File: src/rtl/core_defines_pkg.sv
// Core-wide widths and the default fetch-queue depth, shared by the IF/ID blocks.
// The macros are defined once here; the package re-exports them as typed constants.
`ifndef CORE_PC_WIDTH
`define CORE_PC_WIDTH 32
`endif
`ifndef CORE_INST_WIDTH
`define CORE_INST_WIDTH 32
`endif
`ifndef CORE_FQ_DEPTH
`define CORE_FQ_DEPTH 4
`endif

package core_defines;
    localparam int PC_W     = `CORE_PC_WIDTH;
    localparam int INST_W   = `CORE_INST_WIDTH;
    localparam int FQ_DEPTH = `CORE_FQ_DEPTH;

    typedef struct packed {
        logic [PC_W-1:0]   pc;
        logic [INST_W-1:0] inst;
        logic              branch_predict;
    } fq_entry_t;
endpackage

File: src/rtl/core_if_fq_mem.sv
// Fetch-queue payload storage: one synchronous write port, one asynchronous read port.
// Contents are deliberately not reset; validity is tracked by the pointers in the top.
module core_if_fq_mem
    import core_defines::*;
#(
    parameter int DEPTH = FQ_DEPTH,
    parameter int AW    = $clog2(DEPTH)
) (
    input  logic          clk,
    input  logic          we,
    input  logic [AW-1:0] waddr,
    input  fq_entry_t     wdata,
    input  logic [AW-1:0] raddr,
    output fq_entry_t     rdata
);

    fq_entry_t mem [DEPTH];

    always_ff @(posedge clk) begin
        if (we) begin
            mem[waddr] <= wdata;
        end
    end

    assign rdata = mem[raddr];

endmodule

File: src/rtl/core_if_fetch_queue.sv
// IFU -> IDU fetch queue with valid/ready handshakes on both sides and a commit flush.
// Optional macro CORE_FQ_BYPASS_EN: an empty queue forwards the incoming entry combinationally.
module core_if_fetch_queue
    import core_defines::*;
#(
    parameter int DEPTH = FQ_DEPTH,
    parameter int CNT_W = $clog2(DEPTH) + 1
) (
    input  logic              clk,
    input  logic              rst,
    input  logic              valid_in,
    output logic              ready_in,
    input  logic [PC_W-1:0]   i_pc,
    input  logic [INST_W-1:0] i_inst,
    input  logic              i_branch_predict,
    output logic              valid_out,
    input  logic              ready_out,
    output logic [PC_W-1:0]   o_pc,
    output logic [INST_W-1:0] o_inst,
    output logic              o_branch_predict,
    input  logic              i_pipe_flush_req,
    output logic [CNT_W-1:0]  o_count
);

    localparam int AW = $clog2(DEPTH);
    localparam int PW = AW + 1;

    logic [PW-1:0]    wr_ptr;
    logic [PW-1:0]    rd_ptr;
    logic [CNT_W-1:0] count;
    logic             empty;
    logic             full;
    logic             push;
    logic             pop;
    fq_entry_t        in_entry;
    fq_entry_t        head_entry;
    fq_entry_t        out_entry;

    assign in_entry = '{pc: i_pc, inst: i_inst, branch_predict: i_branch_predict};

    // Extra wrap bit distinguishes full from empty when the index bits match.
    assign empty = (wr_ptr == rd_ptr);
    assign full  = (wr_ptr[AW-1:0] == rd_ptr[AW-1:0]) && (wr_ptr[AW] != rd_ptr[AW]);

    assign ready_in = !rst && !full && !i_pipe_flush_req;

`ifdef CORE_FQ_BYPASS_EN
    logic bypass;

    assign bypass    = empty && !i_pipe_flush_req && !rst;
    assign valid_out = bypass ? valid_in : (!empty && !i_pipe_flush_req && !rst);
    assign out_entry = bypass ? in_entry : head_entry;
    // An entry consumed in the same cycle it arrives never touches the storage.
    assign push      = valid_in && ready_in && !(bypass && ready_out);
    assign pop       = valid_out && ready_out && !bypass;
`else
    assign valid_out = !empty && !i_pipe_flush_req && !rst;
    assign out_entry = head_entry;
    assign push      = valid_in && ready_in;
    assign pop       = valid_out && ready_out;
`endif

    assign o_pc             = out_entry.pc;
    assign o_inst           = out_entry.inst;
    assign o_branch_predict = out_entry.branch_predict;
    assign o_count          = count;

    always_ff @(posedge clk) begin
        if (rst || i_pipe_flush_req) begin
            wr_ptr <= '0;
            rd_ptr <= '0;
            count  <= '0;
        end else begin
            if (push) begin
                wr_ptr <= wr_ptr + PW'(1);
            end
            if (pop) begin
                rd_ptr <= rd_ptr + PW'(1);
            end
            case ({push, pop})
                2'b10:   count <= count + CNT_W'(1);
                2'b01:   count <= count - CNT_W'(1);
                default: count <= count;
            endcase
        end
    end

    core_if_fq_mem #(
        .DEPTH (DEPTH),
        .AW    (AW)
    ) u_mem (
        .clk   (clk),
        .we    (push),
        .waddr (wr_ptr[AW-1:0]),
        .wdata (in_entry),
        .raddr (rd_ptr[AW-1:0]),
        .rdata (head_entry)
    );

endmodule

File: config.mk
export PLATFORM = sky130hd
export DESIGN_NAME = core_if_fetch_queue
export DESIGN_NICKNAME = d
export VERILOG_FILES = /design/src/rtl/core_defines_pkg.sv /design/src/rtl/core_if_fq_mem.sv /design/src/rtl/core_if_fetch_queue.sv
export SDC_FILE = /design/constraint.sdc
export NUM_CORES = 1
export LEC_CHECK = 0
export ABC_AREA = 1
export CORE_AREA = 2 2 128 161
export CTS_CLUSTER_DIAMETER = 80
export DETAILED_ROUTE_END_ITERATION = 8
export DIE_AREA = 0 0 130 163
export PLACE_DENSITY_LB_ADDON = 0.3
export SYNTH_ARGS = -nofsm -noshare
export SYNTH_HDL_FRONTEND = slang
export SYNTH_HIERARCHICAL = 1
export SYNTH_SLANG_ARGS = --single-unit
File: constraint.sdc
create_clock -name clk -period 11.85 [get_ports clk]
set_input_delay 2.37 -clock clk [delete_from_list [all_inputs] [get_ports clk]]
set_output_delay 2.37 -clock clk [all_outputs]
set_load 0.01 [all_outputs]
# After elaboration in Yosys (flattened, before gate mapping)
# Memory sizes are Yosys's and may differ from the RTL's. A register that Yosys moved wholly into a read port is not among the register bits.
# Cells that the tools add are included.
[word_totals]
reg_bits = 9
ram_bits = 260
in_bits = 70
output_inout_bits = 70
wordCells = 31
n_memories = 1
[classes]
add_sub_neg = 4
n_eq_ne = 5
mux = 5
n_reduce_logical = 13
[mem_list]
columns = ["memory", "depth", "width", "read_ports", "rd_ports_with_merged_regs", "wr", "line", "source"]
rows = [
  ["u_mem.mem", 4, 65, 1, 1, 1, "core_if_fq_mem.sv:17", "fq_entry_t mem [DEPTH];"],
]
[op_table]
columns = ["op", "n"]
rows = [
  ["3-bit by 1-bit adder with 3-bit output, second input constant", 3],
  ["1-bit logical AND", 7],
  ["3-bit case mux with 2 select lines", 1],
  ["1-bit zero test", 4],
  ["2-bit 2-to-1 mux", 2],
  ["3-bit == test", 1],
  ["3-bit by 1-bit subtractor with 3-bit output, second input constant", 1],
  ["2-bit by 1-bit == test with 1-bit output, second input constant", 1],
  ["2-bit == test", 1],
  ["2-bit == test, second input constant", 1],
  ["1-bit 2-to-1 mux", 2],
  ["2-bit nonzero test", 1],
  ["1-bit logical OR", 1],
  ["1-bit inequality test", 1],
]

# Logic depth before layout (Yosys ltp)
# Gate-level depths: netlist of run 1.
[depth]
ltp_word = 8
ltp_mapped = 13
ltp_nobuf = 13

# By module
# The synthesis of run 1 kept the hierarchy.
[modules_own_cells]
columns = ["mod", "n_inst", "cells_each", "area_per_inst_um2", "seq_area_each_um2"]
rows = [
  ["core_if_fq_mem", 1, 1027, 10976.8, 7807.5],
  ["core_if_fetch_queue", 1, 79, 568.0, 180.2],
]

# Worst setup path after synthesis of run 1
# Ideal clock, no wire load.
[synth_path]
path_type = "in2reg"
startpoint = "input port i_pipe_flush_req"
endpoint = "memory u_mem/mem[1][0] (netlist bit) (enable)"
setup_ns = 0.569
arrival_time_ns = 7.157
t_required_ns = 11.281
setup_slack_ns = 4.125
stages = 5
path_buffers = 0
cell_sequence = "nor2_4 -> nand3_4 -> inv_2 -> inv_1 -> nor3_1"
[synth_via]
elab_chain_len = 5
[synth_rtl]
columns = ["item", "line", "source"]
rows = [
  ["start: declaration", "core_if_fetch_queue.sv:21", "input logic i_pipe_flush_req,"],
  ["1-bit zero test", "core_if_fetch_queue.sv:45", "assign ready_in = !rst && !full && !i_pipe_flush_req;"],
  ["1-bit logical AND", "core_if_fetch_queue.sv:45", ""],
  ["1-bit logical AND", "core_if_fetch_queue.sv:59", "assign push = valid_in && ready_in;"],
  ["named net push", "core_if_fetch_queue.sv:33", "logic push;"],
  ["1-bit 2-to-1 mux", "core_if_fq_mem.sv:20", "if (we) begin"],
  ["1-bit 2-to-1 mux (implied by the code)", "core_if_fq_mem.sv:21", "mem[waddr] <= wdata;"],
  ["end: declaration", "core_if_fq_mem.sv:17", ""],
]
# The timed path passes the listed nets, and every way through them passes these cells.

# Worst setup path in the final report of run 1
[layout_path]
startpoint = "input port i_pipe_flush_req"
endpoint = "output port valid_out"
[layout_via]
elab_chain_len = 3
[layout_rtl]
columns = ["item", "line", "source"]
rows = [
  ["1-bit zero test", "core_if_fetch_queue.sv:57", "assign valid_out = !empty && !i_pipe_flush_req && !rst;"],
  ["1-bit logical AND (2 in series)", "core_if_fetch_queue.sv:57", ""],
  ["end: declaration", "core_if_fetch_queue.sv:16", "output logic valid_out,"],
]
# Every way passes these cells.

==> impl_metrics.env, run 1 <==
export IMPL_synth_cells=1106
export IMPL_status="complete, no violations"
export IMPL_layout_commonest_cell="nand2_1"
export IMPL_areaGrowthSynthToFinish_pct=20.2
export IMPL_cts_tree="built"
export IMPL_placed_cells=1481
export IMPL_avgSynthCellArea_um2=10.4
export IMPL_root_buffer="clkbuf_16"
export IMPL_fin_crit_sh=0.520
export IMPL_ys_types=23
export IMPL_critPathSlowestCell="clkdlybuf4s50_1"
export IMPL_wl_um=22100
export IMPL_synth_seq_cells=269
export IMPL_worst_path_max_fanout=13
export IMPL_power_density_mw_per_mm2=136
export IMPL_start_kind="primary input"
export IMPL_crit_chain="clkdlybuf4s50_1 -> nor2_4 -> nand2_1 -> inv_1 -> clkdlybuf4s50_1"
export IMPL_endpoint_kind="primary output"
export IMPL_coreArea_mm2=0.0198
export IMPL_ant_nets=0
export IMPL_ys_warn_count=6
export IMPL_synthesis_area_mm2=0.0115
export IMPL_tightest_slew_ns=1.02
export IMPL_grt_overflow=0
export IMPL_path_clk_slew_ns=0.06
export IMPL_ff_latch_area_mm2=0.00799
export IMPL_rows=58
export IMPL_grt_pass1_wl_um=35000
export IMPL_dieArea_mm2=0.0212
export IMPL_wl_per_cell_um=14.5
export IMPL_timing_final_max_slew_violations=0
export IMPL_clock_path_buffers=3
export IMPL_synth_top_area_frac=0.676
export IMPL_drtIter0Drc=424
export IMPL_antenna_found_initial=1
export IMPL_setup_tns_ns=0
export IMPL_layout_nets=1311
export IMPL_synth_area_leader_cell="edfxtp_1"
export IMPL_fp_dieW_um=130
export IMPL_drtPass1Iterations=4
export IMPL_route_detailed_drc=0
export IMPL_finalCriticalPeriod_ns=6.16
export IMPL_crit_path_frequent_cell="clkdlybuf4s50_1"
export IMPL_clkLatencyLatePin_ns=0.51
export IMPL_worst_path_buf_inv=3
export IMPL_cts_sink_count=269
export IMPL_drive_above_1_share=0.0526
export IMPL_pin_count=140
export IMPL_final_cells=1524
export IMPL_vias=7403
export IMPL_rsz0062_at_grt="no"
export IMPL_required_ns=9.48
export IMPL_max_cap_violations=0
export IMPL_nFillCells=1357
export IMPL_yosysSeqAreaShare=0.692
export IMPL_max_vdd_ir_drop_mv=0.123
export IMPL_skew_ns=0.0136
export IMPL_final_hold_viol_count=0
export IMPL_setup_viol=0
export IMPL_critPathKind="primary input to primary output"
export IMPL_h_tree_depth=1
export IMPL_post_cts_buffers=0
export IMPL_start_util=0.583
export IMPL_antennaDiodeCount=0
export IMPL_post_cts_resized=0
export IMPL_ctsHoldBuffers=0
export IMPL_cts_buffers=24
export IMPL_portBuffers=139
export IMPL_final_cell_mix="347 x nand2_1, 277 x inv_1, 260 x edfxtp_1"
export IMPL_grt_total_usage=0.213
export IMPL_relSlewSlack=0.323
export IMPL_critPathArrivalTime_ns=3.79
export IMPL_globalplace_congestion=0.785
export IMPL_min_path_type="flop to flop"
export IMPL_syn_nets=1180
export IMPL_fmax_mhz=162
export IMPL_die_h_um=163
export IMPL_multiInputGateArea_mm2=0.00224
export IMPL_synth_area_top_cells="edfxtp_1 68%, nand2_1 11%, inv_1 9.0%"
export IMPL_power_leakage_nw=6.05
export IMPL_grt_pass1_vias=7220
export IMPL_hpwl_um=12100
export IMPL_viasPerCell=4.86
export IMPL_crit_family="buffers and inverters"
export IMPL_grt_max_degree=85
export IMPL_max_stage_delay_ns=0.52
Yosys cell counts:
library cell	number
nand2_1	347
inv_1	278
nand3_1	132
inv_2	2
nor3_1	4
clkbuf_1	2
nor2_1	3
a21oi_1	6
nand2_2	2
edfxtp_1	260
fa_1	1
nor2_4	1
buf_4	1
buf_6	11
buf_2	30
o21ai_0	3
nor2_2	1
nand4_1	4
dfxtp_1	9
nand3_2	3
nand3_4	1
ha_1	3
xor2_1	2
stage by stage:
step                      setup slack, ns  area, um^2  utilization  power [W]  hold slack (ns)
after floorplan                      4.12       11500            -    0.00110            0.483
after global placement               5.71       13100        0.661    0.00114            0.454
after detailed placement             5.68       13100        0.661    0.00114            0.457
after CTS                            5.68       13900        0.700    0.00190            0.465
after global routing                 5.60       13900        0.700    0.00195            0.531
final                                5.69       13900        0.700    0.00188            0.461
per-layer routing:
layer | vias to the layer above | routed length (um) | GRT usage
met3 | 28 | 1260 | 0.0368
li1 | 3712 | - | -
met5 | - | 13 | 0
met1 | 3465 | 8590 | 0.253
met4 | 2 | 369 | 0.0587
met2 | 196 | 11800 | 0.394
power by group:
group / total [W] / switching [W] / internal (W)
clock network: 0.000758 / 0.000317 / 0.000441
registers: 0.00105 / 0.00000210 / 0.00105
logic: 0.0000706 / 0.0000333 / 0.0000373
total: 0.00188 / 0.000353 / 0.00153
registers in the layout, indices dropped and copies added (netlist names):
register,count
u_mem/mem,260
rd_ptr,3
wr_ptr,3
o_count,3
tightest hold or removal path, cell delays in order, from the launching register on:
cell	delay, ns
dfxtp_1	0.31
inv_1	0.06
a21oi_1	0.05
layout make-up:
class	instances	share of cell area
clock inverter	14	0.00920
timing repair buffer	149	0.106
sequential	269	0.576
inverter	280	0.0759
tap	270	0.0243
multi-input combinational	513	0.161
clock buffer	29	0.0476
cell families after synthesis:
logic type / Yosys count / synth area share
xor+xnor: 2 / 0.00152
buf+inv: 324 / 0.116
flops: 269 / 0.692
fa+ha+maj: 4 / 0.00499
simple gates: 498 / 0.182
compound gates: 9 / 0.00390
worst paths after layout:
path / startpoint / endpoint / slack, ns / depth (start not counted)
max reg2reg: rd_ptr[1] / u_mem/mem[2][41] / 8.23 / 10
min: o_count[2] / o_count[2] / 0.46 / 2
min reg2reg: o_count[2] / o_count[2] / 0.46 / 2
max: i_pipe_flush_req / valid_out / 5.69 / 5
No activity file was read; power rests on OpenSTA's default activity.
==> run 2: changes to the inputs <==
- CORE_AREA: 2 2 128 161 -> 2 2 132 166
- DIE_AREA: 0 0 130 163 -> 0 0 134 168
- clock period: 11.85 -> 5.9 ns (I/O delays scaled with it)
==> impl_metrics.env, run 2 (synthesized netlist as in run 1, its figures left out) <==
export IMPL_status="complete, no violations"
export IMPL_layout_nets=1315
export IMPL_setup_tns_ns=0
export IMPL_grt_total_usage=0.199
export IMPL_min_path_type="flop to flop"
export IMPL_required_ns=4.72
export IMPL_fp_dieW_um=134
export IMPL_critPathSlowestCell="buf_4"
export IMPL_rrSetupSlack_ns=2.58
export IMPL_root_buffer="clkbuf_16"
export IMPL_fin_crit_sh=0.747
export IMPL_nFillCells=1590
export IMPL_layout_commonest_cell="nand2_1"
export IMPL_endpoint_kind="primary output"
export IMPL_viasPerCell=4.79
export IMPL_portBuffers=139
export IMPL_power_switching_w=0.000721
export IMPL_final_util=0.660
export IMPL_hpwl_um=12600
export IMPL_critPathKind="flop to primary output"
export IMPL_timing_final_max_slew_violations=0
export IMPL_reg2reg_depth=10
export IMPL_power_leakage_nw=6.07
export IMPL_grt_pass1_wl_um=35200
export IMPL_drtPass1Iterations=6
export IMPL_areaGrowthSynthToFinish_pct=20.5
export IMPL_switching_share=0.191
export IMPL_relSlewSlack=0.353
export IMPL_post_cts_resized=0
export IMPL_rsz0062_at_grt="no"
export IMPL_cts_tree="built"
export IMPL_pin_count=140
export IMPL_die_h_um=168
export IMPL_globalplace_congestion=0.750
export IMPL_crit_chain="inv_4 -> buf_4 -> nand2_1 -> nand3_1 -> nand2_1 -> clkdlybuf4s50_1"
export IMPL_h_tree_depth=1
export IMPL_rr_startpoint="rd_ptr[1]"
export IMPL_intPower_w=0.00306
export IMPL_p_comb_frac=0.037
export IMPL_vias=7380
export IMPL_skew_ns=0.00672
export IMPL_grt_max_degree=89
export IMPL_post_cts_buffers=0
export IMPL_final_cell_mix="347 x nand2_1, 277 x inv_1, 260 x edfxtp_1"
export IMPL_power_density_mw_per_mm2=272
export IMPL_antenna_found_initial=2
export IMPL_fmax_mhz=227
export IMPL_cts_buffers=26
export IMPL_seq_power_share=0.559
export IMPL_final_hold_viol_count=0
export IMPL_grt_overflow=0
export IMPL_clkLatencyLatePin_ns=0.52
export IMPL_ff_latch_area_mm2=0.00799
export IMPL_route_detailed_drc=0
export IMPL_r2r_end="u_mem/mem[2][24]"
export IMPL_setup_viol=0
export IMPL_dieArea_mm2=0.0225
export IMPL_largest_register="u_mem/mem"
export IMPL_finalCriticalPeriod_ns=4.41
export IMPL_drive_above_1_share=0.0508
export IMPL_start_util=0.547
export IMPL_max_vdd_ir_drop_mv=0.231
export IMPL_path_clk_slew_ns=0.06
export IMPL_cp_endpoint="o_inst[21]"
export IMPL_tightest_slew_ns=0.971
export IMPL_start_kind="flop"
export IMPL_ant_nets=0
export IMPL_p_clk_frac=0.404
export IMPL_multiInputGateArea_mm2=0.00224
export IMPL_rows=60
export IMPL_ctsHoldBuffers=0
export IMPL_cts_sink_count=269
export IMPL_worst_path_max_fanout=71
export IMPL_grt_pass1_vias=7199
export IMPL_coreArea_mm2=0.0211
export IMPL_startpoint="rd_ptr[0]"
export IMPL_wl_um=22000
export IMPL_clock_path_buffers=3
export IMPL_drtIter0Drc=407
export IMPL_power_total_w=0.00378
export IMPL_crit_path_frequent_cell="nand2_1"
export IMPL_max_stage_delay_ns=0.66
export IMPL_critPathArrivalTime_ns=3.23
export IMPL_max_cap_violations=0
export IMPL_largest_reg_flops=260
export IMPL_wl_per_cell_um=14.3
-- run 2: changes by cell type in the layout (fill, tap and decap cells not counted), sizes merged --
| cell | previous run | this run |
|---|---|---|
| clkinvlp | 4 | 2 |
| clkinv | 8 | 13 |
| clkbuf | 29 | 32 |
| bufinv | 2 | 1 |
| buf | 10 | 12 |
| diode | 0 | 1 |
-- run 2: routing by layer --
layer  vias up  GRT usage  part of all wire
met5         -          0                 0
met4         0     0.0587             0.023
met3        35     0.0307             0.046
met2       163      0.373              0.53
met1      3459      0.233              0.40
li1       3723          -                 -
-- run 2: power groups by stage --
stage	clock, W	sequential [W]	combinational (W)
CTS	0.00156	0.00211	0.000143
global placement	0	0.00215	0.000139
detailed placement	0	0.00216	0.000142
floorplan	0	0.00216	0.0000413
finish	0.00153	0.00211	0.000142
global route	0.00165	0.00211	0.000155
-- run 2: how the worst min path moves through the flow --
stage	to	from	cells past startpoint	slack [ns]
3_5_place_dp	o_count[2]	o_count[2]	2	0.48
4_1_cts	o_count[2]	o_count[2]	2	0.49
5_1_grt	o_count[2]	o_count[2]	2	0.54
2_1_floorplan	o_count[2]	o_count[2]	2	0.48
3_3_place_gp	o_count[2]	o_count[2]	2	0.45
6_report	o_count[2]	o_count[2]	2	0.49
-- run 2: layout make-up --
| type | instances | area share |
|---|---|---|
| tap | 279 | 0.0251 |
| sequential | 269 | 0.574 |
| clock buffer | 32 | 0.0499 |
| clock inverter | 16 | 0.00746 |
| antenna | 1 | 0.000180 |
| timing repair buffer | 151 | 0.106 |
| inverter | 280 | 0.0757 |
| multi-input combinational | 513 | 0.161 |
-- run 2: per-stage QoR --
stage / cells / instance area (um^2) / hold WS [ns] / worst slack (ns)
final: 1541 / 13900 / 0.492 / 1.49
after floorplan: 1106 / 11500 / 0.483 / -0.635
after global routing: 1541 / 13900 / 0.540 / 1.29
after detailed placement: 1492 / 13100 / 0.484 / 2.06
after CTS: 1540 / 13900 / 0.492 / 1.47
after global placement: 1492 / 13100 / 0.452 / 2.13
-- run 2: worst max-delay path: cells and delay by family (launching register included) --
family,cells,cell delay [ns]
AND/OR/NAND/NOR,3,0.37
buffers and inverters,3,1.74
flip-flops,1,0.50
==> run 3: changes to the inputs <==
- clock period: 5.9 -> 4.5 ns (I/O delays scaled with it)
==> impl_metrics.env, run 3 (synthesized netlist as in run 1, its figures left out) <==
export IMPL_status="complete, no violations"
export IMPL_grt_pass1_wl_um=35300
export IMPL_die_h_um=168
export IMPL_pin_count=140
export IMPL_cts_buffers=25
export IMPL_busiest_layer="met2"
export IMPL_coreArea_mm2=0.0211
export IMPL_largest_register="u_mem/mem"
export IMPL_rr_startpoint="rd_ptr[0]"
export IMPL_cts_tree="built"
export IMPL_relSlewSlack=0.261
export IMPL_rsz0062_at_grt="no"
export IMPL_grt_total_usage=0.199
export IMPL_portBuffers=139
export IMPL_met1_usage=0.246
export IMPL_vias=7409
export IMPL_largest_reg_flops=260
export IMPL_power_density_mw_per_mm2=366
export IMPL_drtPass1Iterations=4
export IMPL_r2r_end="u_mem/mem[0][42]"
export IMPL_ant_nets=0
export IMPL_hold_end="o_count[2]"
export IMPL_nFillCells=1641
export IMPL_clock_path_buffers=3
export IMPL_drive_above_1_share=0.0533
export IMPL_cts_sink_count=269
export IMPL_path_clk_slew_ns=0.06
export IMPL_root_buffer="clkbuf_16"
export IMPL_worst_path_max_fanout=100
export IMPL_wl_um=22200
export IMPL_holdPathStages=2
export IMPL_grt_pass1_vias=7240
export IMPL_endpoint_kind="primary output"
export IMPL_route_detailed_drc=0
export IMPL_holdWs_ns=0.469
export IMPL_fin_crit_sh=0.857
export IMPL_fp_dieW_um=134
export IMPL_areaGrowthSynthToFinish_pct=21.2
export IMPL_final_hold_viol_count=0
export IMPL_required_ns=3.60
export IMPL_final_cell_mix="347 x nand2_1, 277 x inv_1, 260 x edfxtp_1"
export IMPL_timing_final_max_slew_violations=0
export IMPL_start_kind="flop"
export IMPL_start_util=0.547
export IMPL_grt_overflow=0
export IMPL_antenna_found_initial=1
export IMPL_max_cap_violations=0
export IMPL_globalplace_congestion=0.745
export IMPL_grt_max_degree=101
export IMPL_post_cts_resized=0
export IMPL_h_tree_depth=1
export IMPL_ctsHoldBuffers=0
export IMPL_skew_ns=0.00360
export IMPL_post_cts_buffers=0
export IMPL_final_cells=1537
export IMPL_setup_viol=0
export IMPL_tightest_slew_ns=1.11
export IMPL_wl_per_cell_um=14.4
export IMPL_hpwl_um=12900
export IMPL_power_total_w=0.00512
export IMPL_layout_nets=1314
export IMPL_use_met2=0.361
export IMPL_grtUsageMet3=0.0340
export IMPL_fmax_mhz=259
export IMPL_worstHoldStart="o_count[2]"
export IMPL_dieArea_mm2=0.0225
export IMPL_rows=60
export IMPL_power_leakage_nw=6.11
export IMPL_critPathKind="flop to primary output"
export IMPL_max_vdd_ir_drop_mv=0.436
export IMPL_reg2reg_depth=9
export IMPL_placed_cells=1492
export IMPL_drtIter0Drc=448
export IMPL_critPathArrivalTime_ns=2.96
export IMPL_clkLatencyLatePin_ns=0.51
export IMPL_layout_commonest_cell="nand2_1"
export IMPL_min_path_type="flop to flop"
export IMPL_rrSetupSlack_ns=2.10
export IMPL_viasPerCell=4.82
export IMPL_finalCriticalPeriod_ns=3.86
## run 3: cell types whose count changed in the layout (fill, tap and decap cells not counted), moves of 2 or more
cell | before | now
bufinv_16 | 1 | 5
clkinv_1 | 8 | 3
clkbuf_1 | 5 | 3
buf_12 | 0 | 2
buf_4 | 12 | 10
clkbuf_16 | 27 | 25
## run 3: worst max path at each step
stage / to / slack [ns] / startpoint / cells after the start
2_1_floorplan: u_mem/mem[1][0] / -1.76 / i_pipe_flush_req / 5
3_3_place_gp: o_inst[26] / 1.28 / rd_ptr[0] / 5
3_5_place_dp: o_inst[2] / 1.23 / rd_ptr[0] / 5
4_1_cts: o_pc[1] / 0.64 / rd_ptr[0] / 5
5_1_grt: o_pc[1] / 0.44 / rd_ptr[0] / 5
6_report: o_inst[2] / 0.64 / rd_ptr[0] / 5
## run 3: where the power goes
part / total (W) / switching, W / internal [W]
logic: 0.000187 / 0.0000878 / 0.0000989
registers: 0.00277 / 0.00000541 / 0.00277
clock network: 0.00216 / 0.000859 / 0.00130
total: 0.00512 / 0.000953 / 0.00417
## run 3: layout make-up
cell class                      instances  area, um^2  area share
Multi-Input combinational cell        513        2240       0.160
Clock inverter                         16         211      0.0151
Inverter                              280        1050      0.0753
Tap cell                              279         349      0.0250
Clock buffer                           28         637      0.0455
Antenna cell                            1        2.50    0.000179
Timing Repair Buffer                  151        1510       0.108
Sequential cell                       269        7990       0.571
## run 3: critical path, stage by stage (launching register included)
cell and delay [ns]:
dfxtp_4 0.61, buf_4 0.84, nand2_1 0.13, nand3_1 0.14
nand2_1 0.09, clkdlybuf4s50_1 0.49
## run 3: routing by layer
metal,routed length (um),part of all wire
met1,9230,0.42
met2,11400,0.52
met3,1070,0.048
met4,435,0.020
met5,0,0
## run 3: stage by stage
step	TNS [ns]	area, um^2	setup WS, ns	util
after floorplan	-456.36	11500	-1.76	-
after global placement	0	13100	1.28	0.623
after detailed placement	0	13100	1.23	0.623
after CTS	0	14000	0.640	0.663
after global routing	0	14000	0.442	0.663
final	0	14000	0.642	0.663
